File: config.mk
export PLATFORM = sky130hd
export DESIGN_NAME = qpsk_phase_sequencer
export DESIGN_NICKNAME = d
export VERILOG_FILES = /design/src/rtl/qpsk_seq_pkg.sv /design/src/rtl/qpsk_phase_table.sv /design/src/rtl/qpsk_phase_sequencer.sv
export SDC_FILE = /design/constraint.sdc
export NUM_CORES = 1
export LEC_CHECK = 0
export CORE_MARGIN = 2
export CORE_UTILIZATION = 30
export CTS_CLUSTER_SIZE = 8
export DETAILED_ROUTE_END_ITERATION = 6
export HOLD_SLACK_MARGIN = 0.08
export PLACE_DENSITY = 0.51
export SLEW_MARGIN = 20
export SYNTH_ARGS = -nofsm -noshare
export SYNTH_HDL_FRONTEND = slang
export SYNTH_SLANG_ARGS = --single-unit
File: constraint.sdc
create_clock -name clk -period 5.35 [get_ports clk]
set_input_delay 1.3375 -clock clk [delete_from_list [all_inputs] [get_ports clk]]
set_output_delay 1.3375 -clock clk [all_outputs]
set_load 0.005 [all_outputs]
File: src/rtl/qpsk_seq_pkg.sv
// qpsk_seq_pkg
// Shared definitions for the QPSK phase-cycling sequencer:
//   - 2-bit phase codes in Gray order, matching the modulator's RF_phase input
//   - sequencer FSM state encoding
//   - index / count width helpers used to size the step and pulse ports
package qpsk_seq_pkg;

    localparam logic [1:0] PH_0   = 2'b00;
    localparam logic [1:0] PH_90  = 2'b01;
    localparam logic [1:0] PH_180 = 2'b11;
    localparam logic [1:0] PH_270 = 2'b10;

    typedef enum logic [1:0] {
        ST_IDLE      = 2'd0,
        ST_ARMED     = 2'd1,
        ST_PULSE     = 2'd2,
        ST_WAIT_SCAN = 2'd3
    } qpsk_state_e;

    // Width of an index into a table of n entries (at least 1 bit).
    function automatic int idx_w(input int n);
        return (n > 1) ? $clog2(n) : 1;
    endfunction

    // Width of a count that can hold the value n itself.
    function automatic int cnt_w(input int n);
        return idx_w(n) + 1;
    endfunction

endpackage

File: src/rtl/qpsk_phase_table.sv
// qpsk_phase_table
// Phase store for the sequencer: an N_STEPS x N_PULSES table of RF phase codes
// and an N_STEPS table of receiver phase codes, with one write port and one
// registered read port.
//   clk                 system clock
//   we, sel             write strobe; sel=0 selects the RF table, sel=1 the RX table
//   wr_step, wr_pulse   write address (wr_pulse unused for the RX table)
//   wr_data             phase code written
//   rd_step, rd_pulse   read address, sampled every clock
//   rf_rd, rx_rd        registered read data for the last sampled address
module qpsk_phase_table
    import qpsk_seq_pkg::*;
#(
    parameter int N_STEPS  = 8,
    parameter int N_PULSES = 4,
    localparam int SW = idx_w(N_STEPS),
    localparam int PW = idx_w(N_PULSES)
) (
    input  logic          clk,
    input  logic          we,
    input  logic          sel,
    input  logic [SW-1:0] wr_step,
    input  logic [PW-1:0] wr_pulse,
    input  logic [1:0]    wr_data,
    input  logic [SW-1:0] rd_step,
    input  logic [PW-1:0] rd_pulse,
    output logic [1:0]    rf_rd,
    output logic [1:0]    rx_rd
);

    logic [1:0] rf_mem [N_STEPS][N_PULSES];
    logic [1:0] rx_mem [N_STEPS];

    logic [1:0] rf_rd_d, rf_rd_q;
    logic [1:0] rx_rd_d, rx_rd_q;

    // Write-first bypass: a write landing on the address being read in the
    // same cycle is returned immediately, so a table write in the cycle just
    // before start is already visible to that start.
    always_comb begin
        rf_rd_d = rf_mem[rd_step][rd_pulse];
        rx_rd_d = rx_mem[rd_step];
        if (we && !sel && (wr_step == rd_step) && (wr_pulse == rd_pulse)) begin
            rf_rd_d = wr_data;
        end
        if (we && sel && (wr_step == rd_step)) begin
            rx_rd_d = wr_data;
        end
    end

    always_ff @(posedge clk) begin
        if (we) begin
            if (sel) begin
                rx_mem[wr_step] <= wr_data;
            end else begin
                rf_mem[wr_step][wr_pulse] <= wr_data;
            end
        end
        rf_rd_q <= rf_rd_d;
        rx_rd_q <= rx_rd_d;
    end

    assign rf_rd = rf_rd_q;
    assign rx_rd = rx_rd_q;

endmodule

File: src/rtl/qpsk_phase_sequencer.sv
// qpsk_phase_sequencer
// Phase-cycling controller between the pulse-programme sequencer and the
// QPSK/DDS datapath. Steps through a programmed table of RF phases per
// (step, pulse) and one receiver phase per step, changing phases only
// between pulses.
//   clk, resetn             clock, synchronous active-low reset
//   cfg_we/sel/step/pulse/data  table write port (dropped while busy)
//   cfg_nsteps, cfg_npulses  run length, latched on start (0 behaves as 1)
//   start, abort             run control strobes
//   pulse_start, pulse_end, scan_end  pulse programme strobes
//   rf_phase, rx_phase       modulator / receiver phase codes
//   step_idx, pulse_idx      current position in the cycle
//   busy, cycle_done, seq_err  status (seq_err sticky until start/reset)
//   state_dbg                current FSM state
module qpsk_phase_sequencer
    import qpsk_seq_pkg::*;
#(
    parameter int N_PULSES = 4,
    parameter int N_STEPS  = 8,
    localparam int SW  = idx_w(N_STEPS),
    localparam int PW  = idx_w(N_PULSES),
    localparam int SCW = cnt_w(N_STEPS),
    localparam int PCW = cnt_w(N_PULSES)
) (
    input  logic           clk,
    input  logic           resetn,
    input  logic           cfg_we,
    input  logic           cfg_sel,
    input  logic [SW-1:0]  cfg_step,
    input  logic [PW-1:0]  cfg_pulse,
    input  logic [1:0]     cfg_data,
    input  logic [SCW-1:0] cfg_nsteps,
    input  logic [PCW-1:0] cfg_npulses,
    input  logic           start,
    input  logic           abort,
    input  logic           pulse_start,
    input  logic           pulse_end,
    input  logic           scan_end,
    output logic [1:0]     rf_phase,
    output logic [1:0]     rx_phase,
    output logic [SW-1:0]  step_idx,
    output logic [PW-1:0]  pulse_idx,
    output logic           busy,
    output logic           cycle_done,
    output logic           seq_err,
    output qpsk_state_e    state_dbg
);

    qpsk_state_e   state_d, state_q;
    logic [SW-1:0] step_d, step_q;
    logic [PW-1:0] pulse_d, pulse_q;
    logic [SW-1:0] last_step_d, last_step_q;
    logic [PW-1:0] last_pulse_d, last_pulse_q;
    logic [1:0]    rf_phase_d, rf_phase_q;
    logic [1:0]    rx_phase_d, rx_phase_q;
    logic          busy_d, busy_q;
    logic          cycle_done_d, cycle_done_q;
    logic          seq_err_d, seq_err_q;

    logic [SW-1:0] cfg_last_step;
    logic [PW-1:0] cfg_last_pulse;
    logic [SW-1:0] rd_step;
    logic [PW-1:0] rd_pulse;
    logic [1:0]    rf_rd;
    logic [1:0]    rx_rd;

    qpsk_phase_table #(
        .N_STEPS  (N_STEPS),
        .N_PULSES (N_PULSES)
    ) u_table (
        .clk      (clk),
        .we       (cfg_we && !busy_q),
        .sel      (cfg_sel),
        .wr_step  (cfg_step),
        .wr_pulse (cfg_pulse),
        .wr_data  (cfg_data),
        .rd_step  (rd_step),
        .rd_pulse (rd_pulse),
        .rf_rd    (rf_rd),
        .rx_rd    (rx_rd)
    );

    // Configured counts become last-index values; 0 behaves as 1 and
    // oversize values are clamped to the table size.
    always_comb begin
        cfg_last_step  = '0;
        cfg_last_pulse = '0;
        if (cfg_nsteps > SCW'(N_STEPS)) begin
            cfg_last_step = SW'(N_STEPS - 1);
        end else if (cfg_nsteps != '0) begin
            cfg_last_step = SW'(cfg_nsteps - 1'b1);
        end
        if (cfg_npulses > PCW'(N_PULSES)) begin
            cfg_last_pulse = PW'(N_PULSES - 1);
        end else if (cfg_npulses != '0) begin
            cfg_last_pulse = PW'(cfg_npulses - 1'b1);
        end
    end

    // Main FSM next-state and datapath.
    always_comb begin
        state_d      = state_q;
        step_d       = step_q;
        pulse_d      = pulse_q;
        last_step_d  = last_step_q;
        last_pulse_d = last_pulse_q;
        rf_phase_d   = rf_phase_q;
        rx_phase_d   = rx_phase_q;
        cycle_done_d = 1'b0;
        seq_err_d    = seq_err_q;

        if (abort) begin
            // Everything but the state holds its last value.
            state_d = ST_IDLE;
        end else begin
            unique case (state_q)
                ST_IDLE: begin
                    if (start) begin
                        last_step_d  = cfg_last_step;
                        last_pulse_d = cfg_last_pulse;
                        step_d       = '0;
                        pulse_d      = '0;
                        rf_phase_d   = rf_rd;
                        rx_phase_d   = rx_rd;
                        seq_err_d    = 1'b0;
                        state_d      = ST_ARMED;
                    end
                end
                ST_ARMED: begin
                    if (pulse_start) begin
                        state_d = ST_PULSE;
                    end
                    if (pulse_end || scan_end) begin
                        seq_err_d = 1'b1;
                    end
                end
                ST_PULSE: begin
                    // A pulse_start here is an error and is dropped; a
                    // coincident pulse_end is still processed.
                    if (pulse_start) begin
                        seq_err_d = 1'b1;
                    end
                    if (pulse_end) begin
                        if (pulse_q != last_pulse_q) begin
                            pulse_d    = pulse_q + 1'b1;
                            rf_phase_d = rf_rd;
                            state_d    = ST_ARMED;
                        end else begin
                            state_d = ST_WAIT_SCAN;
                        end
                    end
                end
                ST_WAIT_SCAN: begin
                    if (pulse_start) begin
                        seq_err_d = 1'b1;
                    end
                    if (scan_end) begin
                        pulse_d    = '0;
                        rf_phase_d = rf_rd;
                        rx_phase_d = rx_rd;
                        if (step_q != last_step_q) begin
                            step_d  = step_q + 1'b1;
                            state_d = ST_ARMED;
                        end else begin
                            step_d       = '0;
                            cycle_done_d = 1'b1;
                            state_d      = ST_IDLE;
                        end
                    end
                end
                default: begin
                    state_d = ST_IDLE;
                end
            endcase
        end
    end

    always_comb begin
        busy_d = (state_d != ST_IDLE);
    end

    // Pre-fetch address: the table entry the *next* state will load on its
    // next event. Because it is computed from the _d values, the registered
    // read data is always valid for the current state, so a strobe can load
    // it at the very edge it is sampled.
    always_comb begin
        rd_step  = '0;
        rd_pulse = '0;
        if (state_d != ST_IDLE) begin
            if (pulse_d != last_pulse_d) begin
                rd_step  = step_d;
                rd_pulse = pulse_d + 1'b1;
            end else begin
                rd_step = (step_d == last_step_d) ? '0 : step_d + 1'b1;
            end
        end
    end

    always_ff @(posedge clk) begin
        if (!resetn) begin
            state_q      <= ST_IDLE;
            step_q       <= '0;
            pulse_q      <= '0;
            last_step_q  <= '0;
            last_pulse_q <= '0;
            rf_phase_q   <= '0;
            rx_phase_q   <= '0;
            busy_q       <= 1'b0;
            cycle_done_q <= 1'b0;
            seq_err_q    <= 1'b0;
        end else begin
            state_q      <= state_d;
            step_q       <= step_d;
            pulse_q      <= pulse_d;
            last_step_q  <= last_step_d;
            last_pulse_q <= last_pulse_d;
            rf_phase_q   <= rf_phase_d;
            rx_phase_q   <= rx_phase_d;
            busy_q       <= busy_d;
            cycle_done_q <= cycle_done_d;
            seq_err_q    <= seq_err_d;
        end
    end

    assign rf_phase   = rf_phase_q;
    assign rx_phase   = rx_phase_q;
    assign step_idx   = step_q;
    assign pulse_idx  = pulse_q;
    assign busy       = busy_q;
    assign cycle_done = cycle_done_q;
    assign seq_err    = seq_err_q;
    assign state_dbg  = state_q;

endmodule

Word-level counts from Yosys, hierarchy flattened
Memory sizes are Yosys's and may differ from the RTL's. A register that Yosys moved wholly into a read port is not among the register bits.
Cells that the tools add are included.

operators by class
  bitwise operators = 6
  reduce and logical (&&, ||, !) cells = 19
  multiplexer cells = 59
  eq/ne operators = 15
  $add $sub $neg = 6
  $lt $le $gt $ge = 5

operator list
  kind                 count
  $mux 2               28
  $mux 3               12
  $pmux 2 s3           2
  $mux 1               10
  $ne 2x2->1 const B   5
  $mux 8               1
  $pmux 2 s4           1
  $reduce_and 4->1     2
  $add 3x1->3 const B  2
  $eq 3x3->1           2
  $ge 3x3->1 const B   2
  $not 2->3            2
  $pmux 3 s2           1
  $reduce_and 6->1     1
  $reduce_bool 3->1    2
  $logic_and 1x1->1    5
  $add 2x1->2 const B  2
  $bmux 2 s2           1
  $demux 2 s2          1
  $eq 2x2->1 const B   2
  $gt 4x4->1 const B   1
  $ne 2x2->1           2
  $not 1->1            4
  $pmux 2 s2           1
  other kinds (16)     18

storage, ports and cells
  output and inout bits = 14
  bits in registers = 21
  memories kept = 2
  memory bits (writable) = 80

memories
  name            depth  width  rd ports  clocked after Yosys merged registers in  wr ports  line                    source
  u_table.rf_mem  8      8      1         0                                        1         qpsk_phase_table.sv:31  logic [1:0] rf_mem [N_STEPS][N_PULSES];
  u_table.rx_mem  8      2      1         1                                        1         qpsk_phase_table.sv:32  logic [1:0] rx_mem [N_STEPS];

Depth between registers and ports, before layout
Gate-level depths: netlist of the first run.
An unclocked memory read counts as a cell.

  word-level depth = 15
  depth in mapped cells = 15
  mapped depth without buffers = 15

By module
Synthesis of the first run repeated with hierarchy kept, for this count alone.

unflattened totals
  cells, all modules = 373
  area, all modules = 4824.6 µm²

by module, submodules not included
  module                area each (µm²)  times used  seq. area each (µm²)  cells an instance
  qpsk_phase_table      3557.2           1           2502.4                220
  qpsk_phase_sequencer  1267.5           1           380.4                 153

Worst setup path before layout of the first run
OpenSTA, ideal clock, no wires.

  kind = input port to flip-flop
  from = input abort
  to = register u_table.rf_rd_q[0] (netlist: u_table.rf_rd[0])
  library setup time = 87 ps
  stages = 13
  setup slack = 1351 ps
  data arrival time = 3912 ps
  path through = buf_6 nor2_1 a31oi_1 nor2_1 clkinv_4 xnor2_1 o311a_1 o21ai_2 o22ai_1 a222oi_1 o311ai_1 o2111a_1 o31ai_1

between the ends
  longest elaborated chain between the ends = 10
  elaborated cells between the ends (all ways) = 25

ends and longest elaborated chain
  item                                              line                         source
  start, declared                                   qpsk_phase_sequencer.sv:35   input logic abort,
  $mux 3 (*)                                        qpsk_phase_sequencer.sv:112  if (abort) begin
  net step_d[0]                                     qpsk_phase_sequencer.sv:50   logic [SW-1:0] step_d, step_q;
  $add 3x1->3 / $eq 3x3->1 (equally long branches)  qpsk_phase_sequencer.sv:194  rd_step = (step_d == last_step_d) ? '0 : step_d + 1'b1;
  $mux 3                                            qpsk_phase_sequencer.sv:194
  $mux 3 (*)                                        qpsk_phase_sequencer.sv:190  if (pulse_d != last_pulse_d) begin
  $mux 3 (*)                                        qpsk_phase_sequencer.sv:189  if (state_d != ST_IDLE) begin
  $mem_v2 8x8                                       -
  $bmux 2 s2                                        qpsk_phase_table.sv:41       rf_rd_d = rf_mem[rd_step][rd_pulse];
  $mux 2 (implied by the code) (2 in a row)         qpsk_phase_table.sv:41
  $mux 2 (*)                                        qpsk_phase_table.sv:43       if (we && !sel && (wr_step == rd_step) && (wr_pulse == rd_pulse)) begin
  net u_table.rf_rd_d[0]                            qpsk_phase_table.sv:34       logic [1:0] rf_rd_d, rf_rd_q;
  end signal, assigned                              qpsk_phase_table.sv:59       rf_rd_q <= rf_rd_d;
  end, declared                                     qpsk_phase_table.sv:34

The timed path passes the listed nets; every way through them passes the cells marked *. The select of a mux whose other input is x is not followed.
A chain may end at the register's enable or synchronous reset.

Worst setup path after layout of the first run
Same ends and word-level chain as after synthesis.

==> summary.md, run 1 <==
| Metric | Value |
|---|---|
| Pre-CTS setup slack | `0.348 ns` |
| Drc violations | `0` |
| Mapped Area | `0.00491 mm^2` |
| DRT iter0 DRCs | `233` |
| Multi-input logic area | `0.00190 mm^2` |
| Vias in the first global route | `3446` |
| # nets final | `477` |
| CTS Hold Buffers Added | `0` |
| Status | `finished clean` |
| Net count after synthesis | `433` |
| Worst setup margin | `0.619 ns` |
| Clock latency on the worst-skew pair | `0.34 ns` |
| Detailed Place HPWL | `8580 um` |
| Clock Pin Slew Worst Setup and Hold Paths | `0.07 ns` |
| Vias/cell | `4.99` |
| Min-Delay Path Class | `register to register` |
| TritonCTS buffer count | `9` |
| IO Port Bufs | `36` |
| LEAKAGE | `1.93 nW` |
| # IOs | `37` |
| Longest Clk Path Bufs | `2` |
| DRT Pass-1 Iters | `5` |
| Worst vdd ir | `0.000174 V` |
| Die footprint | `0.0174 mm^2` |
| FF/Latch Area | `0.00288 mm^2` |
| Fin util | `36.6%` |
| Worst EP required | `5.61 ns` |
| Top FF cell, synth | `edfxtp_1` |
| Fin crit share | `88.4%` |
| Crit end category | `register` |
| Syn avg cell area | `12.2 um^2` |
| Seq/Total Area, Yosys | `58.7%` |
| Diode count | `0` |
| Post-synth EDFFs | `80` |
| Starting Density | `30.8%` |
| Top cell type's share of synthesized area | `48.9%` |
| Syn Inst Count | `404` |
| GP Congestion | `0.810` |
| First-pass GRT wire length | `18700 um` |
| Synth area leader | `edfxtp_1` |
| CTS tree | `done` |
| Chip width | `132 um` |
| Die H | `132 um` |
| Root Buffer | `clkbuf_16` |
| Pwr Density | `288 mW/mm^2` |
| Synth top area cells | `edfxtp_1, dfxtp_1, nor2_1` |
| Placed cells | `653` |
| Synth Warn # | `0` |
| Area growth from synthesis to layout | `18.9%` |
| GRT overflow | `0` |
| Final min period | `4.73 ns` |
| Hold Vio Cnt, Final | `0` |
| Peak fanout along the critical path | `10` |
| Yosys reg bits | `104` |
| Fill cell count | `1575` |
| FF-to-FF path depth | `14` |
| Critical path arrival | `4.99 ns` |
| Post-CTS Repair Setup Buffers | `0` |
| Fmax | `0.211 GHz` |
| Count of different cell masters after synthesis | `63` |
| Cts repair resizes | `0` |
| Relative slew slack | `48.5%` |
| Final Setup Violations | `0` |
| Setup Crit Path Kind | `input port to register` |
| Via count | `3339` |
| Largest net degree at the start of global routing | `28` |
| RSZ-0062 raised after global routing | `no` |
| Hold path depth | `2` |
| Hold slack | `0.473 ns` |
| Share of layout cells above drive strength 1 | `9.49%` |
| Max H-tree Level | `3` |
| Wire length per cell | `17.3 um` |
| Ys async rst share | `0%` |
| Slew Viols, Final | `0` |
| CP Launch Type | `input port` |
| Max-cap violations | `0` |
| Initial antenna violation count | `0` |
| Final wirelength | `11600 um` |
| Worst Skew | `0.00713 ns` |
| Cell Rows | `46` |
| Fin cells | `669` |
| Least-Margin Pin Slew | `0.770 ns` |
| ANT nets after route | `0` |
| Setup TNS | `0 ns` |
| All-Layer GR Usage | `13.7%` |
| Num Clock Sinks | `104` |
| Placeable Area | `0.0159 mm^2` |
sequential cells by signal, indices dropped and copies added, names as in the netlist, 3 cells and up, named ones only:
name,count
last_step_q,3
step_idx,3
u_table.rf_mem,64
u_table.rx_mem,16
metal layers:
layer	part of all wire, %	up-vias	track usage (%)
met1	47	1622	18.3
met5	0	-	0
met3	4.3	11	2.61
met2	47	86	22.7
met4	1.3	0	3.56
li1	-	1620	-
placed cells by master (no fill, tap or decap), types with 10 or more instances in the layout:
cell type        count
edfxtp_1            80
nor2_1              66
clkdlybuf4s50_1     36
mux2i_1             24
dfxtp_1             24
nand2_1             21
xnor2_1             13
a21oi_1             11
inv_1               10
o22ai_1             10
buf_4               10
worst max-delay path: stages:
cell	delay [ns]
clkdlybuf4s50_1	0.52
nor2_1	0.23
a31oi_1	0.11
nor2_1	0.37
clkinv_4	0.15
xnor2_1	0.17
o311a_1	0.41
o21ai_2	0.49
o22ai_1	0.20
a222oi_1	0.42
o311ai_1	0.15
o2111a_1	0.18
o31ai_1	0.24
layout make-up:
cell class	count	area share, %
clock inverter	6	0.879
sequential	104	49.4
inverter	11	0.793
clock buffer	10	3.92
tap	216	4.63
timing repair buffer	47	7.80
multi-input combinational	275	32.6
metrics by stage:
stage                     cell area, um^2  power, mW
after global placement               5560       1.07
after global routing                 5840       1.75
after CTS                            5840       1.70
final                                5840       1.68
after floorplan                      4910       1.00
after detailed placement             5560       1.08
Yosys cell counts, types with 3 or more instances:
master and instances:
edfxtp_1 80, nor2_1 66, dfxtp_1 24, mux2i_1 24
nand2_1 21, xnor2_1 13, a21oi_1 11, o22ai_1 11
inv_1 10, nand3b_1 8, o21ai_0 8, o221ai_1 8
and2_1 7, nand2b_1 7, clkbuf_1 6, ha_1 6
nand3_1 6, o21ai_1 6, xor2_1 5, a31oi_1 4
mux4_2 4, nand4_1 4, a41oi_1 3, buf_2 3
o211ai_1 3, o311ai_1 3, o31ai_1 3
power breakdown:
part	leakage, nW	switching, mW	internal, mW
Clock	0.140	0.300	0.324
Sequential	0.916	0.00906	0.879
Combinational	0.876	0.101	0.0692
cell families (layout without fill, tap and decap cells):
| logic type | Yosys count | count (layout) | synth area share, % |
|---|---|---|---|
| flops | 104 | 104 | 58.7 |
| buf+inv | 25 | 74 | 2.62 |
| fa+ha+maj | 6 | 6 | 1.53 |
| xor+xnor | 19 | 19 | 3.54 |
| simple gates | 136 | 136 | 13.5 |
| mux | 30 | 30 | 7.19 |
| compound gates | 84 | 84 | 12.9 |
worst paths after layout:
path	from	to	slack, ns
worst max-delay path	abort	u_table.rf_rd[0]	0.62
worst max register to register	state_dbg[0]	u_table.rf_rd[0]	1.27
worst min-delay path	seq_err	seq_err	0.47
worst min register to register	seq_err	seq_err	0.47
(Power assumes the default switching activity.)
==> inputs of run 2 (changes only) <==
Settings changed: DONT_BUFFER_PORTS from default to 1, PLACE_DENSITY 0.51 to 0.48.
==> run 2 against run 1 <==
Net effect:
- design area decreased by 6.3%
- via count decreased by 2.0%
- critical path depth decreased by 2
- combinational power decreased by 26%
- routed wire length decreased by 1.4%
- clock-buffer cell count increased by 2
- utilization decreased by 2.3 points
- clock skew increased by 0.0026 ns
- first-iteration DRC count decreased by 6.0%
- sequential power about the same
- power increased by 2.7%
==> summary.md, run 2 (synthesized netlist as in run 1, its figures left out) <==
| Metric | Value |
|---|---|
| Switching power of the nets | `0.364 mW` |
| Die footprint | `0.0174 mm^2` |
| Area growth from synthesis to layout | `11.4%` |
| Share of layout cells above drive strength 1 | `9.00%` |
| Relative slew slack | `34.3%` |
| DP Area | `0.00514 mm^2` |
| RSZ-0062 raised after global routing | `no` |
| CP cell instances | `and3b_1 > nand3b_1 > o21ai_1 > xor2_1 > nand4_1 > o22ai_2 > nor2_1 > a222oi_1 > o311ai_1 > o2111a_1 > o31ai_1` |
| Initial antenna violation count | `0` |
| Worst Min Path Start | `seq_err` |
| Clock latency on the worst-skew pair | `0.35 ns` |
| Clock Pin Slew Worst Setup and Hold Paths | `0.06 ns` |
| Max stage delay on crit path | `0.77 ns` |
| Fin util | `34.3%` |
| Reg2reg end | `u_table.rf_rd[0]` |
| DRT Pass-1 Iters | `5` |
| CTS tree | `done` |
| Min-Delay Path Class | `register to register` |
| Crit path max-delay cell type | `o22ai_2` |
| Placeable Area | `0.0159 mm^2` |
| Die H | `132 um` |
| CTS Hold Buffers Added | `0` |
| Chip width | `132 um` |
| Max H-tree Level | `3` |
| Hold Vio Cnt, Final | `0` |
| Hold path depth | `2` |
| Slew Viols, Final | `0` |
| All-Layer GR Usage | `13.3%` |
| Status | `finished clean` |
| Hold EP | `seq_err` |
| Final Setup Violations | `0` |
| FF/Latch Area | `0.00288 mm^2` |
| Largest reg by FF count | `u_table.rf_mem` |
| GRT overflow | `0` |
| Sequential power share | `51.5%` |
| Total power | `1.73 mW` |
| Post-CTS Repair Setup Buffers | `0` |
| Clock Power Share | `41.2%` |
| LEAKAGE | `1.78 nW` |
| Switch share | `21.1%` |
| Top Registers | `u_table.rf_mem: 64 flops, u_table.rx_mem: 16 flops` |
| Final min period | `4.33 ns` |
| Worst vdd ir | `0.000153 V` |
| Wire length per cell | `18.2 um` |
| First-pass GRT wire length | `17700 um` |
| Via count | `3271` |
| Max-cap violations | `0` |
| Most frequent cells in the layout | `edfxtp_1, nor2_1, mux2i_1, dfxtp_1, nand2_1` |
| Fmax | `0.231 GHz` |
| Final wirelength | `11400 um` |
| Max FFs per register | `64` |
| Combinational Power Share | `7.3%` |
| Pre-CTS setup slack | `0.687 ns` |
| Root Buffer | `clkbuf_16` |
| Least-Margin Pin Slew | `0.985 ns` |
| Diode count | `0` |
| Worst setup margin | `1.02 ns` |
| DRT iter0 DRCs | `219` |
| Fin crit share | `80.9%` |
| # IOs | `37` |
| Vias/cell | `5.22` |
| Pwr Density | `316 mW/mm^2` |
| Fill cell count | `1606` |
| Peak fanout along the critical path | `20` |
| Crit end category | `register` |
| Internal Pwr Total | `1.36 mW` |
| Multi-input logic area | `0.00190 mm^2` |
| Worst EP required | `5.61 ns` |
| GP Congestion | `0.840` |
| ANT nets after route | `0` |
| TritonCTS buffer count | `9` |
| Largest net degree at the start of global routing | `42` |
| R2R Path Start | `state_dbg[0]` |
| CP delay by family, top | `compound AO/OA/AOI/OAI gates` |
| Setup Crit Path Kind | `input port to register` |
| Cts repair resizes | `0` |
| Num Clock Sinks | `104` |
| Vias in the first global route | `3128` |
| # nets final | `435` |
| Commonest non-fill, non-tap cell in the layout | `edfxtp_1` |
| CP Launch Type | `input port` |
| Drc violations | `0` |
| Setup TNS | `0 ns` |
| Starting Density | `30.8%` |
| WP buf/inv | `0` |
| Reg2Reg Setup Slack | `1.20 ns` |
| Worst Skew | `0.00968 ns` |
| Detailed Place HPWL | `8180 um` |
| IO Port Bufs | `0` |
| Longest Clk Path Bufs | `2` |
| FF-to-FF path depth | `15` |
| Design area | `0.00547 mm^2` |
| Critical path arrival | `4.58 ns` |
| Cell Rows | `46` |
## run 2: worst max path at each step
stage,startpoint,end,cells after the start
floorplan,abort,u_table.rf_rd[0],13
global placement,abort,u_table.rf_rd[1],11
detailed placement,abort,u_table.rf_rd[1],11
CTS,abort,u_table.rf_rd[0],11
global route,abort,u_table.rf_rd[0],11
finish,abort,u_table.rf_rd[1],11
## run 2: layout make-up
type | count | area share, %
Inverter | 11 | 0.846
Sequential cell | 104 | 52.7
Multi-Input combinational cell | 275 | 34.8
Clock inverter | 4 | 1.35
Timing Repair Buffer | 5 | 0.686
Tap cell | 216 | 4.94
Clock buffer | 12 | 4.69
## run 2: routing by layer
metal	vias up	share of wire [%]	GRT usage (%)
met5	-	0	0
met4	0	1.2	4.23
met3	16	8.7	4.50
met2	116	46	21.0
met1	1598	44	17.2
li1	1541	-	-
## run 2: power groups by stage
stage | clock [mW] | sequential (mW) | combinational, mW
floorplan | 0 | 0.904 | 0.0995
global route | 0.755 | 0.891 | 0.138
CTS | 0.729 | 0.890 | 0.127
finish | 0.712 | 0.890 | 0.126
detailed placement | 0 | 0.908 | 0.126
global placement | 0 | 0.908 | 0.125
## run 2: worst register-to-register path, cell delays in order, from the launching register on
cell and delay [ns]:
dfxtp_1 0.46, inv_1 0.13, ha_1 0.32, nor2_1 0.19, a31oi_1 0.10, nor2_1 0.35, clkinv_4 0.15, xnor2_1 0.17
o311a_1 0.42, o211ai_4 0.62, buf_4 0.28, mux2i_1 0.09, o21ai_0 0.19, a21oi_1 0.10, o2111a_1 0.24, o31ai_1 0.24
## run 2: stage by stage
step / hold WS, ns / instances
after floorplan: 0.440 / 404
after global routing: 0.509 / 627
final: 0.485 / 627
after detailed placement: 0.483 / 611
after CTS: 0.492 / 627
after global placement: 0.486 / 611
